## config.mk

```make
export PLATFORM = sky130hd
export DESIGN_NAME = keypad_scanner_flat
export DESIGN_NICKNAME = d
export VERILOG_FILES = /design/src/rtl/keypad_scanner_if.sv /design/src/rtl/keypad_scanner.sv /design/src/flat_wrapper.sv
export SDC_FILE = /design/constraint.sdc
export NUM_CORES = 1
export LEC_CHECK = 0
export CAP_MARGIN = 20
export CORE_MARGIN = 8
export CORE_UTILIZATION = 53
export DETAILED_ROUTE_END_ITERATION = 12
export GPL_TIMING_DRIVEN = 0
export PLACE_DENSITY = 0.8
export SLEW_MARGIN = 25
export SYNTH_ARGS = -nofsm -noshare
export SYNTH_HDL_FRONTEND = slang
export SYNTH_SLANG_ARGS = --single-unit
```

## constraint.sdc

```tcl
create_clock -name clk -period 2.5 [get_ports clk]
set_input_delay 0.375 -clock clk [delete_from_list [all_inputs] [get_ports clk]]
set_output_delay 0.375 -clock clk [all_outputs]
set_load 0.1 [all_outputs]
```

## src/rtl/keypad_scanner_if.sv

```systemverilog
// Keypad scanner bus: matrix drive/sense lines, clear request and decoded-key outputs.
// The master is the keypad/host side, the slave is the scanner.
interface keypad_scanner_if;
    logic [3:0]  row;
    logic        clr;
    logic [3:0]  col;
    logic        key_valid;
    logic [3:0]  key_code;
    logic        key_held;
    logic [31:0] entry;

    modport master (
        output row, clr,
        input  col, key_valid, key_code, key_held, entry
    );

    modport slave (
        input  row, clr,
        output col, key_valid, key_code, key_held, entry
    );
endinterface

```

## src/rtl/keypad_scanner.sv

```systemverilog
// 4x4 hex keypad scanner: rotating active-low column drive, debounced press/release,
// one code per press shifted into a display-compatible 32-bit entry register.
module keypad_scanner #(
    parameter int SCAN_DIV = 2048,
    parameter int DEBOUNCE = 4
) (
    input  logic              clk,
    input  logic              rst,
    keypad_scanner_if.slave   bus
);
    localparam int DW = $clog2(SCAN_DIV);

    typedef enum logic [1:0] {
        ST_SCAN     = 2'd0,
        ST_DEBOUNCE = 2'd1,
        ST_HELD     = 2'd2
    } state_t;

    state_t      state_q, state_d;
    logic [DW-1:0] div_q, div_d;
    logic [1:0]  col_idx_q, col_idx_d;
    logic [3:0]  row_s1_q, rs_q;
    logic [3:0]  cand_row_q, cand_row_d;
    logic [3:0]  cnt_q, cnt_d;
    logic [3:0]  rel_cnt_q, rel_cnt_d;
    logic        key_valid_q, key_valid_d;
    logic [3:0]  key_code_q, key_code_d;
    logic        key_held_q, key_held_d;
    logic [31:0] entry_q, entry_d;

    logic        tick_s;
    logic        single_s;
    logic        accept_s;
    logic        advance_s;
    logic [3:0]  code_s;

    // True when exactly one row line is pulled low.
    function automatic logic one_low(input logic [3:0] r);
        logic [3:0] inv;
        inv = ~r;
        return (inv != 4'd0) && ((inv & (inv - 4'd1)) == 4'd0);
    endfunction

    function automatic logic [1:0] row_index(input logic [3:0] r);
        logic [1:0] idx;
        case (r)
            4'b1110: idx = 2'd0;
            4'b1101: idx = 2'd1;
            4'b1011: idx = 2'd2;
            4'b0111: idx = 2'd3;
            default: idx = 2'd0;
        endcase
        return idx;
    endfunction

    assign tick_s   = (div_q == DW'(SCAN_DIV - 1));
    assign single_s = one_low(rs_q);
    assign code_s   = {row_index(rs_q), col_idx_q};

    // Two-flop synchronizer for the asynchronous row inputs.
    always_ff @(posedge clk or posedge rst) begin
        if (rst) begin
            row_s1_q <= 4'hF;
            rs_q     <= 4'hF;
        end else begin
            row_s1_q <= bus.row;
            rs_q     <= row_s1_q;
        end
    end

    // Scan/debounce state register and output registers.
    always_ff @(posedge clk or posedge rst) begin
        if (rst) begin
            state_q     <= ST_SCAN;
            div_q       <= '0;
            col_idx_q   <= 2'd0;
            cand_row_q  <= 4'hF;
            cnt_q       <= 4'd0;
            rel_cnt_q   <= 4'd0;
            key_valid_q <= 1'b0;
            key_code_q  <= 4'd0;
            key_held_q  <= 1'b0;
            entry_q     <= 32'd0;
        end else begin
            state_q     <= state_d;
            div_q       <= div_d;
            col_idx_q   <= col_idx_d;
            cand_row_q  <= cand_row_d;
            cnt_q       <= cnt_d;
            rel_cnt_q   <= rel_cnt_d;
            key_valid_q <= key_valid_d;
            key_code_q  <= key_code_d;
            key_held_q  <= key_held_d;
            entry_q     <= entry_d;
        end
    end

    // Next-state logic: all decisions are taken on the tick at the end of a column dwell.
    always_comb begin
        state_d     = state_q;
        div_d       = tick_s ? '0 : div_q + DW'(1);
        cand_row_d  = cand_row_q;
        cnt_d       = cnt_q;
        rel_cnt_d   = rel_cnt_q;
        key_code_d  = key_code_q;
        key_held_d  = key_held_q;
        key_valid_d = 1'b0;
        accept_s    = 1'b0;
        advance_s   = 1'b0;

        if (tick_s) begin
            case (state_q)
                ST_SCAN: begin
                    if (single_s) begin
                        cand_row_d = rs_q;
                        cnt_d      = 4'd1;
                        if (DEBOUNCE == 1) begin
                            accept_s = 1'b1;
                        end else begin
                            state_d = ST_DEBOUNCE;
                        end
                    end else begin
                        advance_s = 1'b1;
                    end
                end
                ST_DEBOUNCE: begin
                    if (rs_q == cand_row_q) begin
                        if ((cnt_q + 4'd1) >= 4'(DEBOUNCE)) begin
                            accept_s = 1'b1;
                        end else begin
                            cnt_d = cnt_q + 4'd1;
                        end
                    end else begin
                        state_d   = ST_SCAN;
                        advance_s = 1'b1;
                    end
                end
                ST_HELD: begin
                    if (rs_q == 4'hF) begin
                        if ((rel_cnt_q + 4'd1) >= 4'(DEBOUNCE)) begin
                            rel_cnt_d  = 4'd0;
                            key_held_d = 1'b0;
                            state_d    = ST_SCAN;
                            advance_s  = 1'b1;
                        end else begin
                            rel_cnt_d = rel_cnt_q + 4'd1;
                        end
                    end else begin
                        rel_cnt_d = 4'd0;
                    end
                end
                default: begin
                    state_d = ST_SCAN;
                end
            endcase
        end else begin
            state_d = state_q;
        end

        if (accept_s) begin
            state_d     = ST_HELD;
            cnt_d       = 4'(DEBOUNCE);
            rel_cnt_d   = 4'd0;
            key_valid_d = 1'b1;
            key_code_d  = code_s;
            key_held_d  = 1'b1;
        end else begin
            key_valid_d = 1'b0;
        end

        // A clear on the accepting tick still keeps the newly accepted digit.
        if (accept_s) begin
            entry_d = bus.clr ? {28'd0, code_s} : {entry_q[27:0], code_s};
        end else if (bus.clr) begin
            entry_d = 32'd0;
        end else begin
            entry_d = entry_q;
        end

        col_idx_d = advance_s ? col_idx_q + 2'd1 : col_idx_q;
    end

    assign bus.col       = ~(4'b0001 << col_idx_q);
    assign bus.key_valid = key_valid_q;
    assign bus.key_code  = key_code_q;
    assign bus.key_held  = key_held_q;
    assign bus.entry     = entry_q;
endmodule

```

## src/flat_wrapper.sv

```systemverilog
// flat-port wrapper written by rule: the top's interface ports become plain ports
module keypad_scanner_flat 
#(
    parameter int SCAN_DIV = 2048,
    parameter int DEBOUNCE = 4
)
  (clk, rst, bus_row, bus_clr, bus_col, bus_key_valid, bus_key_code, bus_key_held, bus_entry);
  keypad_scanner_if bus_i ();
  input  logic clk;
  input  logic rst;
  input wire logic [$bits(bus_i.row)-1:0] bus_row;
  input wire logic [$bits(bus_i.clr)-1:0] bus_clr;
  output wire logic [$bits(bus_i.col)-1:0] bus_col;
  output wire logic [$bits(bus_i.key_valid)-1:0] bus_key_valid;
  output wire logic [$bits(bus_i.key_code)-1:0] bus_key_code;
  output wire logic [$bits(bus_i.key_held)-1:0] bus_key_held;
  output wire logic [$bits(bus_i.entry)-1:0] bus_entry;
  assign bus_i.row = bus_row;
  assign bus_i.clr = bus_clr;
  assign bus_col = bus_i.col;
  assign bus_key_valid = bus_i.key_valid;
  assign bus_key_code = bus_i.key_code;
  assign bus_key_held = bus_i.key_held;
  assign bus_entry = bus_i.entry;
  keypad_scanner #(.SCAN_DIV(SCAN_DIV), .DEBOUNCE(DEBOUNCE)) u_core (.clk(clk), .rst(rst), .bus(bus_i));
endmodule
```

==> run metrics, run 1 <==
Final ANT Viol Nets 0; Post-synth ARST share 100%; mapped cell area 0.00315 mm^2; Pins Over Slew Limit 0; GP Congestion 0.834; CP Cell Sequence inv_1 -> ha_1 -> inv_1 -> dlygate4sd2_1; most used cell, CP inv_1; total core area 0.00585 mm^2; Starting DRT DRC Count 144; first-pass GRT wire length 10.9 mm; Tcrit/Tclk final 96.4%; Synth Area per Inst 10.4 um^2; post-synthesis cell type count 47; worst hold start u_core.row_s1_q[3]; DIE AREA 0.00867 mm^2; Syn Inst Count 303; PD cells 522 mW/mm^2; worst endpoint required time 2.12 ns; Worst path slowest cell dlygate4sd2_1; CTS root buf clkbuf_8; Non-Filler Instances 442; min cycle time layout 2.41 ns; Post-synth EDFFs 0; ratio of cells with drive above 1 in the final layout 14.2%; slew margin rel. 34.0%; Chip Width 93.1 um; clk_lat worst skew 0.34 ns; # diodes 0; Setup TNS Final 0 ns; crit path kind flip-flop to primary output; Ports 49; CP Launch Point u_core.col_idx_q[0]; Total Nets Final 377; die height 93.1 um; largest net degree at the start of global routing 49; placed cell count 427; most common cell after layout, fill and taps aside nand2_1; Slew @ Worst Pin 0.987 ns; Final setup viols 0; Starting Density 53.9%; Clock transition at path regs 0.07 ns; via count 2,321; routed length per instance 14.7 um; total power 2.04 mW; Worst path top cell family by delay buffers and inverters; Critical Path Fanout Max 5; Yosys warnings 0; critical path arrival 2.04 ns; initial antenna violation count 0; Hold Path Class flip-flop to flip-flop; most frequent cells in the layout nand2_1, dfrtp_1, clkdlybuf4s50_1, a21oi_1, dfstp_2; Seq/Total Area, Yosys 58.4%; number of remaining DRC errors 0; first-pass detailed-route iteration total 4; Final Util 66.9%; Primary FF master, synth dfrtp_1; crit end category primary output; WP buf/inv 3; status completed; setup bufs post-CTS 0; floorplan row count 28; Hold WS 0.353 ns; worst vdd ir 0.000424 V; Leakage 1.72 nW; hold_buf cts 0; Num CTS Buffers 9; # clock sinks 73; #FFs+latches synth 73; vias in the first global route 2,286; syn_nets 317; Final Cell Area 0.00391 mm^2; Layout Area Growth over Synthesis 24.1%; vias per cell 5.25; FMAX 0.415 GHz; Critical Path Start Type flip-flop; global route overflow 0; Tot GR Track Use 15.8%; worst setup slack after placement 0.176 ns; origin of the critical flop-to-flop path u_core.rs_q[2]; Detail Placement HPWL 4.69 mm; # port buffers 48; CTS tree built; Fin. Hold Viols 0; final wirelength 6.50 mm; Placed Area 0.00376 mm^2; max cap viols 0; RSZ-0062 raised after global routing false; Max Root-Sink Buffers 2; Final WS setup 0.0894 ns; skew final 0.00871 ns; slowest stage delay, CP 0.84 ns; htree depth 3
==> cell usage after synthesis (2+ instances only) <==
cell type / instances / area (um^2)
nand2_1: 73 / 274
dfrtp_1: 61 / 1530
a21oi_1: 36 / 180
dfstp_2: 12 / 315
inv_1: 10 / 37.5
xnor2_1: 10 / 87.6
nand3_1: 8 / 40.0
buf_2: 7 / 35.0
ha_1: 7 / 87.6
nor2_1: 7 / 26.3
nand4_1: 5 / 31.3
nor3_1: 5 / 25.0
o21ai_0: 5 / 25.0
xor2_1: 5 / 43.8
mux2_2: 4 / 45.0
a21o_1: 3 / 22.5
buf_4: 3 / 22.5
clkbuf_1: 3 / 11.3
nor2b_1: 3 / 18.8
a21bo_2: 2 / 20.0
a22o_1: 2 / 17.5
and2_1: 2 / 12.5
nand2b_1: 2 / 12.5
nand3b_1: 2 / 15.0
nand4b_1: 2 / 17.5
o211ai_1: 2 / 15.0
or3_1: 2 / 12.5
==> report_power, final <==
group | switching (mW) | total, mW | internal (mW) | leakage (nW)
clock | 0.403 | 0.778 | 0.375 | 0.0887
combinational | 0.0437 | 0.0663 | 0.0226 | 0.666
sequential | 0.00435 | 1.20 | 1.19 | 0.964
total | 0.451 | 2.04 | 1.59 | 1.72
==> area by class of cell <==
type                            count  area, um^2
Sequential cell                    73        1840
Tap cell                           75        93.8
Multi-Input combinational cell    206        1200
Timing Repair Buffer               49         503
Clock buffer                       11         141
Buffer                             13        68.8
Clock inverter                      4        20.0
Inverter                           11        43.8
Fill cell                         461        1940
==> registers in the layout (all words and copies together), names as in the netlist <==
| register | flops |
|---|---|
| u_core.bus.key_held | 1 |
| u_core.row_s1_q | 4 |
| u_core.cand_row_q | 4 |
| u_core.bus.entry | 32 |
| u_core.bus.key_code | 4 |
| u_core.state_q | 2 |
| u_core.rs_q | 4 |
| u_core.div_q | 11 |
| u_core.cnt_q | 4 |
| u_core.rel_cnt_q | 4 |
| u_core.bus.key_valid | 1 |
| u_core.col_idx_q | 2 |
==> cells by family after synthesis <==
family / Yosys count / share of synthesized area (%)
mux: 6 / 2.22
flops: 73 / 58.4
xor+xnor: 15 / 4.17
buf+inv: 24 / 3.49
fa+ha+maj: 7 / 2.78
compound gates: 59 / 11.3
simple gates: 119 / 17.6
==> final timing paths <==
| path | slack [ns] | end | depth (start not counted) |
|---|---|---|---|
| worst max-delay path | 0.09 | bus_col[0] | 4 |
| worst min-delay path | 0.35 | u_core.rs_q[3] | 0 |
| worst max register to register | 0.43 | u_core.bus.entry[3] | 7 |
| worst min register to register | 0.35 | u_core.rs_q[3] | 0 |
| max in group asynchronous | 1.53 | u_core.row_s1_q[3] | 3 |
| min in group asynchronous | 0.37 | u_core.div_q[10] | 2 |
==> routing by layer <==
| metal | wire [um] | share of wire, % | GRT usage, % | vias to the layer above |
|---|---|---|---|---|
| met5 | 0 | 0 | 0 | - |
| met4 | 73 | 1.1 | 6.71 | 0 |
| met3 | 270 | 4.2 | 4.89 | 7 |
| met2 | 3040 | 47 | 23.9 | 41 |
| met1 | 3110 | 48 | 20.7 | 1132 |
| li1 | - | - | - | 1141 |
==> timing repair <==
action | 4_1_cts | 5_1_grt
endpoints found under the setup margin | 4 | 0
endpoints found under the hold margin | 0 | 0
resized for setup | 4 | 0
(Power assumes the default switching activity.)
==> run 2: changes to the inputs <==
- GPL_ROUTABILITY_DRIVEN: unset -> 0
==> results of run 2 <==
No change in the layout: final DEF, timing and power equal those of run 1.
